### src/rtl/tconv_layer_batch_sequencer.sv
// Layer/batch sequencer ahead of the transpose-conv tile scheduler: load -> kick -> run per batch.
// Latency 1 cycle per handshake step; waits on load_ack/sched_done, abort returns to IDLE next cycle.
module tconv_layer_batch_sequencer #(
  parameter int L0_BATCHES = 8,
  parameter int L1_BATCHES = 4
) (
  input  logic       clk,
  input  logic       rst_n,
  input  logic       start,
  input  logic       abort,
  input  logic [1:0] cfg_first_layer,
  input  logic [1:0] cfg_last_layer,
  output logic       load_req,
  output logic [1:0] load_layer_id,
  output logic [2:0] load_batch_id,
  input  logic       load_ack,
  output logic       sched_start,
  output logic [1:0] sched_layer_id,
  output logic [2:0] sched_batch_id,
  input  logic       sched_done,
  output logic       busy,
  output logic       layer_done,
  output logic       all_done,
  output logic       cfg_err
);

  typedef enum logic [1:0] {S_IDLE, S_LOAD, S_KICK, S_RUN} state_t;

  state_t     r_state;
  logic [1:0] r_layer;
  logic [1:0] r_last;
  logic [2:0] r_batch;
  logic [1:0] r_sched_layer;
  logic [2:0] r_sched_batch;
  logic       r_load_req;
  logic       r_sched_start;
  logic       r_busy;
  logic       r_layer_done;
  logic       r_all_done;
  logic       r_cfg_err;

  logic       w_cfg_bad;
  logic [2:0] w_last_batch;
  logic       w_batch_end;
  logic       w_layer_end;

  assign w_cfg_bad    = (cfg_first_layer > cfg_last_layer) || (cfg_last_layer > 2'd1);
  assign w_last_batch = (r_layer == 2'd0) ? 3'(L0_BATCHES - 1) : 3'(L1_BATCHES - 1);
  assign w_batch_end  = (r_batch == w_last_batch);
  assign w_layer_end  = (r_layer == r_last);

  always_ff @(posedge clk or negedge rst_n) begin
    if (!rst_n) begin
      r_state       <= S_IDLE;
      r_layer       <= 2'd0;
      r_last        <= 2'd0;
      r_batch       <= 3'd0;
      r_sched_layer <= 2'd0;
      r_sched_batch <= 3'd0;
      r_load_req    <= 1'b0;
      r_sched_start <= 1'b0;
      r_busy        <= 1'b0;
      r_layer_done  <= 1'b0;
      r_all_done    <= 1'b0;
      r_cfg_err     <= 1'b0;
    end else begin
      // Pulse outputs default low; each state raises them for exactly one cycle.
      r_sched_start <= 1'b0;
      r_layer_done  <= 1'b0;
      r_all_done    <= 1'b0;
      r_cfg_err     <= 1'b0;
      if (abort) begin
        r_state    <= S_IDLE;
        r_load_req <= 1'b0;
        r_busy     <= 1'b0;
      end else begin
        case (r_state)
          S_IDLE: begin
            if (start) begin
              if (w_cfg_bad) begin
                r_cfg_err <= 1'b1;
              end else begin
                r_last     <= cfg_last_layer;
                r_layer    <= cfg_first_layer;
                r_batch    <= 3'd0;
                r_load_req <= 1'b1;
                r_busy     <= 1'b1;
                r_state    <= S_LOAD;
              end
            end
          end
          S_LOAD: begin
            if (load_ack) begin
              r_load_req    <= 1'b0;
              r_sched_start <= 1'b1;
              r_sched_layer <= r_layer;
              r_sched_batch <= r_batch;
              r_state       <= S_KICK;
            end
          end
          S_KICK: r_state <= S_RUN;
          S_RUN: begin
            if (sched_done) begin
              if (!w_batch_end) begin
                r_batch    <= r_batch + 3'd1;
                r_load_req <= 1'b1;
                r_state    <= S_LOAD;
              end else if (!w_layer_end) begin
                r_layer      <= r_layer + 2'd1;
                r_batch      <= 3'd0;
                r_layer_done <= 1'b1;
                r_load_req   <= 1'b1;
                r_state      <= S_LOAD;
              end else begin
                r_layer_done <= 1'b1;
                r_all_done   <= 1'b1;
                r_busy       <= 1'b0;
                r_state      <= S_IDLE;
              end
            end
          end
          default: r_state <= S_IDLE;
        endcase
      end
    end
  end

  assign load_req       = r_load_req;
  assign load_layer_id  = r_layer;
  assign load_batch_id  = r_batch;
  assign sched_start    = r_sched_start;
  assign sched_layer_id = r_sched_layer;
  assign sched_batch_id = r_sched_batch;
  assign busy           = r_busy;
  assign layer_done     = r_layer_done;
  assign all_done       = r_all_done;
  assign cfg_err        = r_cfg_err;

endmodule

### config.mk
export PLATFORM = sky130hd
export DESIGN_NAME = tconv_layer_batch_sequencer
export DESIGN_NICKNAME = d
export VERILOG_FILES = /design/src/rtl/tconv_layer_batch_sequencer.sv
export SDC_FILE = /design/constraint.sdc
export NUM_CORES = 1
export LEC_CHECK = 0
export ABC_AREA = 0
export CORE_MARGIN = 10
export CORE_UTILIZATION = 45
export DETAILED_ROUTE_END_ITERATION = 10
export PLACE_DENSITY_LB_ADDON = 0.2
export SLEW_MARGIN = 20
export SYNTH_ARGS = -nofsm -noshare
export SYNTH_HDL_FRONTEND = slang
export SYNTH_SLANG_ARGS = --single-unit
### constraint.sdc
create_clock -name clk -period 1.7 [get_ports clk]
set_clock_uncertainty 0.2 [all_clocks]
set_input_delay 0.34 -clock clk [delete_from_list [all_inputs] [get_ports clk]]
set_output_delay 0.34 -clock clk [all_outputs]
set_load 0.05 [all_outputs]
==> results.sh, run 1 <==
export IMPL_status="finished with violations"
export IMPL_violations="setup timing"
export IMPL_layout_commonest_cell="buf_4"
export IMPL_rsz0062_at_grt="true"
export IMPL_numPortBuffers=25
export IMPL_vias_per_cell=6.40
export IMPL_reg2reg_depth=7
export IMPL_grt_pass1_vias=1499
export IMPL_start_util=0.478
export IMPL_seq_area_frac_synth=0.419
export IMPL_grt_max_degree=21
export IMPL_die_area_mm2=0.00512
export IMPL_overflow=0
export IMPL_die_h_um=71.5
export IMPL_worstPathArrival_ns=2.19
export IMPL_setup_worst_path_start_class="register"
export IMPL_slowest_delay_ns=0.48
export IMPL_report_final_setup_viol=20
export IMPL_synthFlopType="dfrtp_1"
export IMPL_grt_busiest_layer="met2"
export IMPL_drv_cap=0
export IMPL_ys_ff_latch=20
export IMPL_p_per_area_mw_per_mm2=1480
export IMPL_async_reset_ff_frac=1.00
export IMPL_utilization=0.970
export IMPL_coreArea_mm2=0.00250
export IMPL_worstMarginPinSlew_ns=0.400
export IMPL_fin_crit_ns=2.15
export IMPL_synth_area_top_cells="dfrtp_1 42%, ha_1 7.3%, nand2_1 4.1%, inv_1 2.8%, mux2_2 2.8%"
export IMPL_synth_compound_area_share=0.178
export IMPL_vias=1466
export IMPL_final_hold_viol_count=0
export IMPL_grt_use_total=0.215
export IMPL_crit_path_max_fanout=6
export IMPL_clkSlewWorstSetupHoldPaths_ns=0.14
export IMPL_path_delay_family="simple AND/OR/NAND/NOR gates"
export IMPL_critPathKind="reg2reg"
export IMPL_synth_top_area_cell="dfrtp_1"
export IMPL_grt_pass1_wl_mm=8.63
export IMPL_synthMuxAreaShare=0.0461
export IMPL_synth_xor_area_share=0.0220
export IMPL_met3_usage=0.0606
export IMPL_syn2layout_area_growth_pct=103
export IMPL_r2r_start="r_state[0]$_DFFE_PN0P_"
export IMPL_synth_edf_count=0
export IMPL_fin_tns_setup_ns=-4.15
export IMPL_syn_area_mm2=0.00119
export IMPL_setup_ws_ns=-0.447
export IMPL_clk_latency_ns=0.34
export IMPL_antenna_cells=0
export IMPL_maxSlewViolCount=0
export IMPL_die_x_um=71.5
export IMPL_yosysTopAreaCellShare=0.419
export IMPL_fin_nets=217
export IMPL_io_pins=26
export IMPL_first_pass_iters=4
export IMPL_synth_nets=134
export IMPL_min_period_over_period=1.26
export IMPL_drcViolationCount=0
export IMPL_antenna_found_initial=0
export IMPL_hp_class="in2async"
export IMPL_max_freq_mhz=466
export IMPL_crit_path_end_kind="register"
export IMPL_cts_root_buf="clkbuf_4"
export IMPL_synthAdderAreaFrac=0.0733
export IMPL_stdcell_count=229
export IMPL_met1_usage=0.229
export IMPL_ir_drop_mv=1.51
export IMPL_crit_required_ns=1.74
export IMPL_clock_sinks=20
export IMPL_p_leak_nw=1.11
export IMPL_drive_gt1_frac=0.704
export IMPL_dpl_worst_slack_ns=-0.804
export IMPL_place_inst=203
export IMPL_syn_inst=117
export IMPL_place_congestion=0.823
export IMPL_final_cell_mix="44 x buf_4, 17 x buf_12, 16 x dfrtp_1"
export IMPL_clk_path_buf_depth=2
export IMPL_first_iter_violations=195
export IMPL_critPathSlowestCell="dfrtp_1"
export IMPL_critPathBufInv=1
export IMPL_htreeDepth=1
export IMPL_avgSynthCellArea_um2=10.2
export IMPL_path_cells="ha_2, buf_8, and2_1, nand2_1, nor2_2, nor3_1, a211o_1"
export IMPL_ant_nets=0
export IMPL_wl_per_cell_um=28.9
export IMPL_yosysUniqueCellTypes=41
export IMPL_synthSimpleGateAreaFrac=0.222
export IMPL_dpl_hpwl_mm=2.52
export IMPL_wl_mm=6.62
export IMPL_use_met2=0.375
export IMPL_maxSlewHeadroom=0.733
export IMPL_timing_rr_end="load_req$_DFFE_PN0P_"
export IMPL_rows=18
export IMPL_cts_tree="built"
export IMPL_rrSetupSlack_ns=-0.45
export IMPL_synth_top_family_by_area="simple AND/OR/NAND/NOR gates"
export IMPL_yosysWarnings=0
export IMPL_cts_buffers_inserted=3
[area by class of cell]
class	count	area, µm²
Clock buffer	3	22.5
Clock inverter	1	30.0
Fill cell	40	73.8
Inverter	9	33.8
Multi-Input combinational cell	85	917
Sequential cell	20	505
Tap cell	30	37.5
Timing Repair Buffer	81	880
[sequential cells by signal, indices dropped and copies added (netlist names)]
name and count:
busy 1, r_last 2, load_batch_id 3, layer_done 1, load_req 1, load_layer_id 2, sched_layer_id 2, cfg_err 1
sched_start 1, r_state 2, sched_batch_id 3, all_done 1
[how the worst max path moves through the flow]
stage / startpoint / to / slack [ns] / cells past startpoint
after global routing: load_layer_id[0]$_DFFE_PN0P_ / load_layer_id[0]$_DFFE_PN0P_ / -0.54 / 7
after detailed placement: cfg_last_layer[1] / r_state[0]$_DFFE_PN0P_ / -0.80 / 8
after CTS: r_state[0]$_DFFE_PN0P_ / r_state[0]$_DFFE_PN0P_ / -0.20 / 7
final: r_state[0]$_DFFE_PN0P_ / load_req$_DFFE_PN0P_ / -0.45 / 7
after floorplan: load_layer_id[1]$_DFFE_PN0P_ / load_layer_id[0]$_DFFE_PN0P_ / -0.26 / 7
after global placement: cfg_first_layer[1] / load_batch_id[2]$_DFFE_PN0P_ / -0.71 / 8
[stage by stage]
step | power, mW | hold WS, ns | cell area (µm²)
finish | 3.60 | 0.132 | 2430
global route | 3.67 | 0.139 | 2430
CTS | 3.18 | 0.143 | 2310
detailed placement | 2.43 | 0.326 | 1930
global placement | 2.36 | 0.307 | 1930
floorplan | 1.52 | -0.156 | 1230
[cell families (layout without fill, tap and decap cells)]
kind of cell,after synthesis,in the layout
adders and majority gates,7,7
DFF,20,20
muxes,5,5
AOI/OAI and AO/OA,24,24
xor gates and xnor gates,3,3
and+or+nand+nor,46,46
buffers and inverters,12,94
[cell usage after synthesis, types with 2 or more instances]
cell type,number
inv_1,9
nor3b_1,2
ha_1,7
nand2b_1,4
mux2_2,3
nand2_1,13
nor2_1,4
nor2b_1,4
buf_2,2
xnor2_1,3
o22ai_1,2
nor3_1,4
o31ai_1,3
a21oi_1,2
nand4_1,2
o21ai_0,6
dfrtp_1,20
a221oi_2,2
nand3b_1,3
[power by group]
| part | leakage [nW] | internal (mW) | switching [mW] |
|---|---|---|---|
| clock | 0.0279 | 0.239 | 0.196 |
| combinational | 0.825 | 1.21 | 1.18 |
| sequential | 0.258 | 0.600 | 0.176 |
| total | 1.11 | 2.05 | 1.55 |
[worst register-to-register path: stages (launching register included)]
cell and delay (ns):
dfrtp_1 0.48, ha_2 0.25, buf_8 0.14, and2_1 0.21
nand2_1 0.17, nor2_2 0.23, nor3_1 0.12, a211o_1 0.25
[repair_timing]
action | CTS | global route
hold buffers | 0 | 0
gates resized for setup | 59 | 23
hold endpoints to repair | 0 | 0
setup endpoints to repair | 16 | 22
buffers inserted | 17 | 5
pin swaps | 24 | 9
[per-layer routing]
layer | routed length, µm | vias to the layer above
met5 | 0 | -
met4 | 433 | 0
met3 | 691 | 39
met2 | 3090 | 139
met1 | 2410 | 704
li1 | - | 584
No activity file was read; power rests on OpenSTA's default activity.
==> run 2, diff against run 1 <==
--- a/config.mk
+++ b/config.mk
@@ -6,6 +6,7 @@
 export NUM_CORES = 1
 export LEC_CHECK = 0
 export ABC_AREA = 0
+export CAP_MARGIN = 25
 export CORE_MARGIN = 10
 export CORE_UTILIZATION = 45
 export DETAILED_ROUTE_END_ITERATION = 10
==> results of run 2 <==
The final DEF is identical to that of run 1; final timing and power are the same.
==> run 3, diff against run 2 <==
--- a/config.mk
+++ b/config.mk
@@ -7,9 +7,9 @@
 export LEC_CHECK = 0
 export ABC_AREA = 0
 export CAP_MARGIN = 25
-export CORE_MARGIN = 10
 export CORE_UTILIZATION = 45
 export DETAILED_ROUTE_END_ITERATION = 10
+export GPL_ROUTABILITY_DRIVEN = 0
 export PLACE_DENSITY_LB_ADDON = 0.2
 export SLEW_MARGIN = 20
 export SYNTH_ARGS = -nofsm -noshare
==> run 3 against run 2 <==
Net effect:
- the run still ends with setup timing left
- first-iteration DRC count decreased by 61%
- wire length decreased by 11%
- worst hold slack improved by 0.024 ns
- clock power decreased by 28%
- sequential power decreased by 1%
- maximum frequency increased by 2.4%
- total power decreased by 2.4%
- global-route usage increased by 8.7 points
- count of clock-buffer cells in the layout increased by 1
- sequential share of layout area increased by 0.11 points
- design area decreased by 0.26%
- largest power group unchanged
==> results.sh, run 3 (synthesis results as in run 1) <==
export IMPL_crit_required_ns=1.71
export IMPL_layout_commonest_cell="buf_4"
export IMPL_drcViolationCount=0
export IMPL_crit_path_max_fanout=4
export IMPL_fin_nets=215
export IMPL_grt_max_degree=21
export IMPL_grt_pass1_wl_mm=6.10
export IMPL_first_pass_iters=5
export IMPL_setup_worst_path_start_class="register"
export IMPL_drv_cap=0
export IMPL_status="finished with violations"
export IMPL_htreeDepth=1
export IMPL_worstMarginPinSlew_ns=0.414
export IMPL_violations="setup timing"
export IMPL_hp_class="in2async"
export IMPL_first_iter_violations=77
export IMPL_coreArea_mm2=0.00250
export IMPL_overflow=0
export IMPL_cts_root_buf="clkbuf_4"
export IMPL_setup_ws_ns=-0.397
export IMPL_maxSlewHeadroom=0.724
export IMPL_critPathKind="reg2reg"
export IMPL_die_x_um=53.5
export IMPL_die_h_um=53.5
export IMPL_utilization=0.968
export IMPL_dpl_hpwl_mm=2.30
export IMPL_syn2layout_area_growth_pct=103
export IMPL_crit_path_end_kind="register"
export IMPL_numPortBuffers=25
export IMPL_cts_buffers_inserted=3
export IMPL_ir_drop_mv=1.59
export IMPL_placed_area_mm2=0.00192
export IMPL_min_period_over_period=1.23
export IMPL_worstPathArrival_ns=2.10
export IMPL_clk_path_buf_depth=2
export IMPL_grt_use_total=0.302
export IMPL_report_final_setup_viol=18
export IMPL_wl_mm=5.89
export IMPL_rsz0062_at_grt="true"
export IMPL_r2r_start="load_layer_id[1]$_DFFE_PN0P_"
export IMPL_wl_per_cell_um=25.9
export IMPL_clk_latency_ns=0.32
export IMPL_timing_rr_end="r_state[0]$_DFFE_PN0P_"
export IMPL_vias_per_cell=6.45
export IMPL_antenna_found_initial=0
export IMPL_max_freq_mhz=477
export IMPL_clock_sinks=20
export IMPL_vias=1464
export IMPL_final_hold_viol_count=0
export IMPL_p_per_area_mw_per_mm2=1450
export IMPL_final_cell_area_mm2=0.00242
export IMPL_clkSlewWorstSetupHoldPaths_ns=0.14
export IMPL_final_cell_mix="38 x buf_4, 16 x buf_12, 16 x buf_6"
export IMPL_p_leak_nw=1.08
export IMPL_cts_tree="built"
export IMPL_drive_gt1_frac=0.690
export IMPL_fin_crit_ns=2.10
export IMPL_maxSlewViolCount=0
export IMPL_start_util=0.478
export IMPL_antenna_cells=0
export IMPL_reg2reg_depth=8
export IMPL_die_area_mm2=0.00287
export IMPL_io_pins=26
export IMPL_ant_nets=0
export IMPL_grt_pass1_vias=1298
export IMPL_rows=18
export IMPL_dpl_worst_slack_ns=-0.847
export IMPL_rrSetupSlack_ns=-0.40
==> run 3: changes by cell type in the layout (fill, tap and decap cells not counted), moves of 2 or more <==
| cell | before | now |
|---|---|---|
| buf_4 | 44 | 38 |
| xnor2_2 | 3 | 1 |
| xnor2_4 | 0 | 2 |
| buf_6 | 11 | 16 |
==> run 3: how the worst max path moves through the flow <==
stage / from / end / slack (ns) / depth (start not counted)
3_5_place_dp: cfg_last_layer[1] / load_batch_id[2]$_DFFE_PN0P_ / -0.85 / 9
5_1_grt: load_layer_id[1]$_DFFE_PN0P_ / r_state[0]$_DFFE_PN0P_ / -0.44 / 8
3_3_place_gp: cfg_last_layer[1] / load_batch_id[2]$_DFFE_PN0P_ / -0.76 / 9
4_1_cts: load_layer_id[1]$_DFFE_PN0P_ / load_layer_id[0]$_DFFE_PN0P_ / -0.19 / 7
6_report: load_layer_id[1]$_DFFE_PN0P_ / r_state[0]$_DFFE_PN0P_ / -0.40 / 8
2_1_floorplan: load_layer_id[1]$_DFFE_PN0P_ / load_layer_id[0]$_DFFE_PN0P_ / -0.26 / 7
==> run 3: area by class of cell <==
cell class,instances,area (µm²)
sequential,20,507
multi-input combinational,85,927
fill,38,80.1
inverter,9,36.3
clock buffer,4,36.3
tap,30,37.5
timing repair buffer,79,876
==> run 3: through the flow <==
step	cells	hold slack, ns	power [mW]	setup TNS, ns
floorplan	117	-0.156	1.52	-1.14
global placement	203	0.303	2.31	-8.42
detailed placement	203	0.323	2.37	-9.59
CTS	218	0.178	2.96	-1.06
global route	227	0.192	3.58	-3.77
finish	227	0.156	3.51	-3.25
==> run 3: report_power, final <==
| part | switching (mW) | internal, mW |
|---|---|---|
| Clock | 0.182 | 0.131 |
| Sequential | 0.164 | 0.601 |
| Combinational | 1.18 | 1.25 |
==> run 3: routing by layer <==
layer,wire [µm],share of wire,up-vias,track usage
li1,-,-,583,-
met1,2170,0.37,711,0.369
met2,2850,0.48,122,0.540
met3,490,0.083,48,0.0395
met4,379,0.064,0,0.110
met5,0,0,-,0
==> run 3: worst max-delay path, cell delays in order (launching register included) <==
cell and delay [ns]:
dfrtp_2 0.42, inv_2 0.07, ha_4 0.18, buf_6 0.12
xnor2_4 0.17, nand2_1 0.10, o21a_1 0.21, o41ai_2 0.40
a21oi_2 0.11
==> run 3: repair_timing <==
action / in CTS / in global routing
gates resized for setup: 60 / 27
hold buffers: 0 / 0
buffers inserted: 11 / 9
endpoints found under the setup margin: 17 / 18
pin swaps: 23 / 19
